==> src/rtl/uart_rx_frame_ctrl.sv <==
`default_nettype none
// ============================================================================
// Module   : uart_rx_frame_ctrl
// Brief    : Byte-to-frame sequencer between UART receiver and frame assembler;
//            pads stalled frames, holds completed frames for a valid/ready
//            consumer. Optional drop counter: UART_FRAME_CTRL_DROP_CNT_EN.
// Revision : 1.0
// ============================================================================
module uart_rx_frame_ctrl #(
  parameter int               WIDTH    = 8,
  parameter int               DEPTH    = 4,
  parameter int               TIMEOUT  = 1000,
  parameter logic [WIDTH-1:0] PAD_BYTE = '0,
  parameter int               DROP_W   = 8
) (
  input  logic              clk,
  input  logic              arst,
  input  logic              rx_valid,
  input  logic [WIDTH-1:0]  rx_data,
  output logic              asm_push,
  output logic [WIDTH-1:0]  asm_data,
  input  logic              asm_valid,
  output logic              frame_valid,
  output logic              frame_err,
  input  logic              frame_ready,
  output logic              busy,
  output logic              sync_err,
  output logic [DROP_W-1:0] drop_cnt
);

  localparam int CW = $clog2(DEPTH + 1);
  localparam int TW = $clog2(TIMEOUT + 1);
  localparam logic [CW-1:0] DEPTH_C = CW'(DEPTH);
  localparam logic [TW-1:0] TO_LAST = TW'(TIMEOUT - 1);

  typedef enum logic [2:0] {
    S_IDLE     = 3'd0,
    S_COLLECT  = 3'd1,
    S_PAD      = 3'd2,
    S_WAIT_ASM = 3'd3,
    S_HOLD     = 3'd4
  } state_t;

  // A single-byte frame is complete as soon as its first byte is accepted.
  localparam state_t ACCEPT_ST = (DEPTH == 1) ? S_WAIT_ASM : S_COLLECT;

  state_t            state, state_nxt;
  logic [CW-1:0]     byte_cnt, byte_cnt_nxt, cnt_inc;
  logic [TW-1:0]     timer, timer_nxt, timer_inc;
  logic              err_flag, err_flag_nxt;
  logic              wait_cnt, wait_cnt_nxt;
  logic              push_nxt;
  logic [WIDTH-1:0]  data_nxt;
  logic              sync_set;
  logic              drop;

  assign cnt_inc   = byte_cnt + CW'(1);
  assign timer_inc = timer + TW'(1);
  assign busy      = (state != S_IDLE);

  always_ff @(posedge clk or posedge arst) begin
    if (arst) begin
      state    <= S_IDLE;
      byte_cnt <= '0;
      timer    <= '0;
      err_flag <= 1'b0;
      wait_cnt <= 1'b0;
      asm_push <= 1'b0;
      asm_data <= '0;
      sync_err <= 1'b0;
    end else begin
      state    <= state_nxt;
      byte_cnt <= byte_cnt_nxt;
      timer    <= timer_nxt;
      err_flag <= err_flag_nxt;
      wait_cnt <= wait_cnt_nxt;
      asm_push <= push_nxt;
      asm_data <= data_nxt;
      if (sync_set) sync_err <= 1'b1;
    end
  end

  always_comb begin
    state_nxt    = state;
    byte_cnt_nxt = byte_cnt;
    timer_nxt    = '0;
    err_flag_nxt = err_flag;
    wait_cnt_nxt = 1'b0;
    push_nxt     = 1'b0;
    data_nxt     = asm_data;
    sync_set     = 1'b0;
    drop         = 1'b0;
    frame_valid  = 1'b0;
    frame_err    = 1'b0;

    case (state)
      S_IDLE: begin
        if (rx_valid) begin
          push_nxt     = 1'b1;
          data_nxt     = rx_data;
          byte_cnt_nxt = CW'(1);
          state_nxt    = ACCEPT_ST;
        end
      end

      S_COLLECT: begin
        if (rx_valid) begin
          push_nxt     = 1'b1;
          data_nxt     = rx_data;
          byte_cnt_nxt = cnt_inc;
          if (cnt_inc == DEPTH_C) state_nxt = S_WAIT_ASM;
        end else if (timer_inc == TO_LAST) begin
          err_flag_nxt = 1'b1;
          state_nxt    = S_PAD;
        end else begin
          timer_nxt = timer_inc;
        end
      end

      S_PAD: begin
        push_nxt     = 1'b1;
        data_nxt     = PAD_BYTE;
        byte_cnt_nxt = cnt_inc;
        drop         = rx_valid;
        if (cnt_inc == DEPTH_C) state_nxt = S_WAIT_ASM;
      end

      // The assembler reports completion one cycle after the final push lands.
      S_WAIT_ASM: begin
        drop = rx_valid;
        if (asm_valid) begin
          state_nxt = S_HOLD;
        end else if (wait_cnt) begin
          sync_set     = 1'b1;
          err_flag_nxt = 1'b0;
          byte_cnt_nxt = '0;
          state_nxt    = S_IDLE;
        end else begin
          wait_cnt_nxt = 1'b1;
        end
      end

      S_HOLD: begin
        frame_valid = 1'b1;
        frame_err   = err_flag;
        if (frame_ready) begin
          err_flag_nxt = 1'b0;
          byte_cnt_nxt = '0;
          state_nxt    = S_IDLE;
          if (rx_valid) begin
            push_nxt     = 1'b1;
            data_nxt     = rx_data;
            byte_cnt_nxt = CW'(1);
            state_nxt    = ACCEPT_ST;
          end
        end else begin
          drop = rx_valid;
        end
      end

      default: state_nxt = S_IDLE;
    endcase
  end

`ifdef UART_FRAME_CTRL_DROP_CNT_EN
  logic [DROP_W-1:0] drop_q;

  always_ff @(posedge clk or posedge arst) begin
    if (arst) begin
      drop_q <= '0;
    end else if (drop && (drop_q != '1)) begin
      drop_q <= drop_q + DROP_W'(1);
    end
  end

  assign drop_cnt = drop_q;
`else
  logic unused_drop;
  assign unused_drop = drop;
  assign drop_cnt    = '0;
`endif

endmodule
`default_nettype wire

==> config.mk <==
export PLATFORM = sky130hd
export DESIGN_NAME = uart_rx_frame_ctrl
export DESIGN_NICKNAME = d
export VERILOG_FILES = /design/src/rtl/uart_rx_frame_ctrl.sv
export SDC_FILE = /design/constraint.sdc
export NUM_CORES = 1
export LEC_CHECK = 0
export CAP_MARGIN = 20
export CELL_PAD_IN_SITES_DETAIL_PLACEMENT = 1
export CELL_PAD_IN_SITES_GLOBAL_PLACEMENT = 2
export CORE_MARGIN = 10
export CORE_UTILIZATION = 28
export CTS_CLUSTER_DIAMETER = 50
export DETAILED_ROUTE_END_ITERATION = 7
export GPL_ROUTABILITY_DRIVEN = 0
export GPL_TIMING_DRIVEN = 0
export MAX_ROUTING_LAYER = met4
export PLACE_DENSITY = 0.82
export REMOVE_ABC_BUFFERS = 1
export SYNTH_ARGS = -nofsm -noshare
export SYNTH_HDL_FRONTEND = slang
export SYNTH_SLANG_ARGS = --single-unit
==> constraint.sdc <==
create_clock -name clk -period 1.3 [get_ports clk]
set_input_delay 0.13 -clock clk [delete_from_list [all_inputs] [get_ports clk]]
set_output_delay 0.13 -clock clk [all_outputs]
set_load 0.005 [all_outputs]
Word level (Yosys, flattened, before mapping)
Index checks and enable logic that the tools add are counted. W data, S select, Z words.

Register bits after elaboration: 28. Bits of input ports: 13. Output and inout port bits: 21.

Add/sub/neg operators: 2. Eq/ne operators: 15. Muxes and demuxes: 35. Reduce and logical (&&, ||, !) cells: 10.

Operator list (count): $mux W10 (3); $pmux W3 S5 (2); $mux W3 (9); $pmux W8 S3 (1); $mux W1 (16); $mux W8 (2); $ne A2 B2 Y1 const B (7); $reduce_and A6 Y1 (2); $add A10 B1 Y10 const B (1); $eq A10 B10 Y1 const B (1); $reduce_bool A3 Y1 (3); $eq A3 B2 Y1 const B (2); $eq A3 B3 Y1 const B (2); $ne A3 B3 Y1 const B (2); $pmux W1 S3 (2); $reduce_bool A5 Y1 (1); $reduce_and A4 Y1 (1); $add A3 B1 Y3 const B (1); $eq A3 B1 Y1 const B (1); $logic_not A3 Y1 (1); $reduce_and A2 Y1 (1); $reduce_or A2 Y1 (1).

Longest topological paths before layout
Word-level depth: 5. Depth in mapped cells: 7. Gate-level depth less buffers: 6.

Least setup slack after synthesis
No wires, ideal clock.

Path type: register to register. Start: reg state[1]. End: reg err_flag. Setup time: 0.124 ns. Arrival time: 1.312 ns. Data required time: 1.176 ns. Slack: -0.137 ns. Cell stages (with the launch flop): 5. Path buffers: 0. Clock period less this slack: 1.437 ns. Cells stage by stage: dfrtp_1 or4b_4 o211ai_1 mux2i_1 nor2_1.

Word-level cells in the longest chain between the ends: 3. Elaborated cells between the ends (all ways): 11.

RTL lines: start, declared (RTL line 47) `state_t state, state_nxt;`; start signal, assigned (RTL line 72) `state <= state_nxt;`; $eq A3 B1 Y1, or another cell as far along (RTL line 96) `case (state)`; $ne A2 B2 Y1 (no source line) or $reduce_bool A3 Y1 (tied branches); $reduce_and A6 Y1 (no source line); end signal, assigned (RTL line 75) `err_flag <= err_flag_nxt;`; end, declared (RTL line 50) `logic err_flag, err_flag_nxt;`.

Several ways; a longest one is shown, not always the timed one. A chain may end at the register's enable or synchronous reset.

Worst setup path after layout
Start: in rx_valid. End: reg err_flag.

Word-level cells in the longest chain between the ends: 2.

RTL lines: start, declared (RTL line 18) `input logic rx_valid,`; $ne A2 B2 Y1 (no source line); $reduce_and A6 Y1 (no source line).

No other way between the ends.

==> results <==
[metal layers]
metal / track usage / routed length [µm] / vias up
met5: - / 0 / -
met4: 0.0116 / 93 / 0
met2: 0.184 / 2620 / 20
met3: 0.0210 / 103 / 10
met1: 0.101 / 1740 / 640
li1: - / - / 597
[through the flow]
stage,TNS [ns],setup slack [ns],cells,power (W)
floorplan,-3.58,-0.265,135,0.00156
global placement,-15.00,-0.542,230,0.00183
detailed placement,-17.46,-0.574,230,0.00189
CTS,-4.35,-0.298,252,0.00274
global route,-7.71,-0.385,267,0.00317
finish,-6.14,-0.326,267,0.00300
[worst max-delay path, stage by stage]
cell and delay [ns]:
clkdlybuf4s50_1 0.64, or4b_4 0.64, o211ai_1 0.12, mux2i_1 0.21
nor2_1 0.06
[Yosys cell counts (all sizes together), types with 2 or more instances]
cell type and number:
nand2b 5, nor3b 2, and3 3, nor2b 4
nor2 16, o32ai 2, xnor2 4, a22o 10
nand4 3, dfrtp 28, nand2 2, mux2i 2
a32o 2, nor3 2, ha 4, buf 13
a21oi 4, inv 6, nand3 4, xor2 6
o21ai 2
[cells by family after synthesis]
| group | count (synthesis) |
|---|---|
| AND/OR/NAND/NOR | 49 |
| AO/OA/AOI/OAI | 28 |
| flip-flops | 28 |
| buffers and inverters | 19 |
| XOR/XNOR | 10 |
| adder cells (fa/ha/maj) | 4 |
| multiplexers | 2 |
| other | 1 |
[area by class of cell]
type	count	area [µm²]	area share
clock buffers	3	41.3	0.0183
multi-input cells	102	808	0.359
flip-flops and latches	28	707	0.314
repair buffers	57	556	0.247
clock inverters	1	30.0	0.0133
well taps	70	87.6	0.0389
inverters	6	22.5	0.0100
[what timing repair did]
item | CTS | global route
gates cloned | 0 | 2
resized for setup | 38 | 27
endpoints found under the setup margin | 36 | 32
pin swaps | 5 | 4
buffers inserted | 18 | 12
[state kept, by name (all words and copies together) (netlist names)]
name	count
byte_cnt	3
err_flag	1
sync_err	1
timer	10
asm_data	8
state	3
wait_cnt	1
asm_push	1
[worst max-delay path by stage]
stage	from	endpoint	slack [ns]
floorplan	state[1]$_DFFE_PP0P_	err_flag$_DFFE_PP0P_	-0.26
global placement	state[2]$_DFFE_PP0P_	frame_err	-0.54
detailed placement	state[2]$_DFFE_PP0P_	frame_err	-0.57
CTS	state[2]$_DFFE_PP0P_	err_flag$_DFFE_PP0P_	-0.30
global route	state[2]$_DFFE_PP0P_	err_flag$_DFFE_PP0P_	-0.38
finish	rx_valid	err_flag$_DFFE_PP0P_	-0.33
[report_power, final]
group / switching [W] / total [W] / internal (W)
Sequential: 0.000126 / 0.00114 / 0.00102
Clock: 0.000306 / 0.000720 / 0.000414
Combinational: 0.000494 / 0.00113 / 0.000639
Total: 0.000927 / 0.00300 / 0.00207
==> results.yml <==
synthesis:
  syn-instance-count: 141
  synthFlopType: "dfrtp_1"
  ys_ff_latch: 28
  syn_area_per_cell_um2: 10.4
  yosys.area_share.simple: 0.185
  yosysSeqAreaShare: 0.476
  yosysTopAreaCell: "dfrtp_1"
  synthAdderAreaFrac: 0.0340
  netlist_top_cells_area: "dfrtp_1 48%, a22o_1 5.9%, buf_4 4.1%"
  synthMuxAreaShare: 0.0136
  yosys_warnings: 0
  ys_types: 41
  synth_area_um2: 1470
  yosysTopAreaCellShare: 0.476
  synth_edf_count: 0
  synth-compound-area-share: 0.152
  synth-xor-area-share: 0.0595
  ys_async_sr_fraction: 1.00
  synth_top_family_by_area: "simple AND/OR/NAND/NOR gates"
global_routing:
  grt_pass1_wl_mm: 6.69
  grtUsageTotal: 0.0964
  grt_pass1_vias: 1322
  grt.overflow.total: 0
  antenna_found_initial: 0
  grt_max_degree: 29
setup_path:
  critical_path_required_ns: 1.47
  reg2reg_to: "err_flag$_DFFE_PP0P_"
  end_kind: "register"
  reg2reg_slack_ns: -0.32
  rr_startpoint: "state[2]$_DFFE_PP0P_"
  critPathLaunchType: "input pin"
  worstSetupPathType: "in -> reg"
  crit_fanout: 6
  crit_arrival_ns: 1.80
  rr_worst_depth: 5
status:
  violations: "negative setup slack"
  status: "finished with violations"
die:
  fp.dieW_um: 92.5
  start_util: 0.288
  ios: 34
  die_h_um: 92.5
  die-area_um2: 8560
  row_count: 26
  core_area_um2: 5110
drt:
  routed_wl_mm: 4.56
  viasPerCell: 4.75
  routedWlPerCell_um: 17.1
  routed-via-count: 1267
  drt_iter0_drc: 61
  drc: 0
  drt.antenna.violating_nets: 0
  drt_pre_antenna_iters: 4
cells_and_area:
  mostFrequentLayoutCells: "23 x dfrtp_1, 19 x buf_4, 14 x nor2_1, 14 x clkdlybuf4s50_1, 11 x buf_6"
  nNetsFinal: 215
  design_area_um2: 2250
  final_common_cell: "dfrtp_1"
  fillers: 573
  syn_to_final_growth_pct: 52.9
  antennaDiodeCount: 0
  post-route-util: 0.441
  drive_gt1_frac: 0.325
timing:
  rsz0062_at_grt: "yes"
  final-hold-violation-count: 0
  period_needed_ns: 1.63
  min_period_over_period: 1.25
  fmax_ghz: 0.615
  setup_viol: 28
  slew_violations: 0
  finalClockSkew_ns: 0.0159
  hold_slack_ns: 0.103
  worst_slack_ns: -0.326
cts:
  cts-root-buf: "clkbuf_8"
  clkLatencyLatePin_ns: 0.29
  htreeDepth: 1
  cts_tree: "yes"
  clk_path_buf_depth: 2
  cts.sinks: 28
  cts_buffers: 3
  path_clk_slew_ns: 0.11
  cts_hold_buf: 0
pwr:
  leakage_nw: 1.05
  peakVddDrop_v: 0.000652
  power_density_nw_per_um2: 1330
placed_design:
  portBuffers: 25
  dpl_cell_area_um2: 1750
  hpwlAfterDp_mm: 2.81
job:
  max_cap_viol_count: 0
worst_hold_path:
  hp-class: "in -> async"
Power figures use the tool's default switching activity.
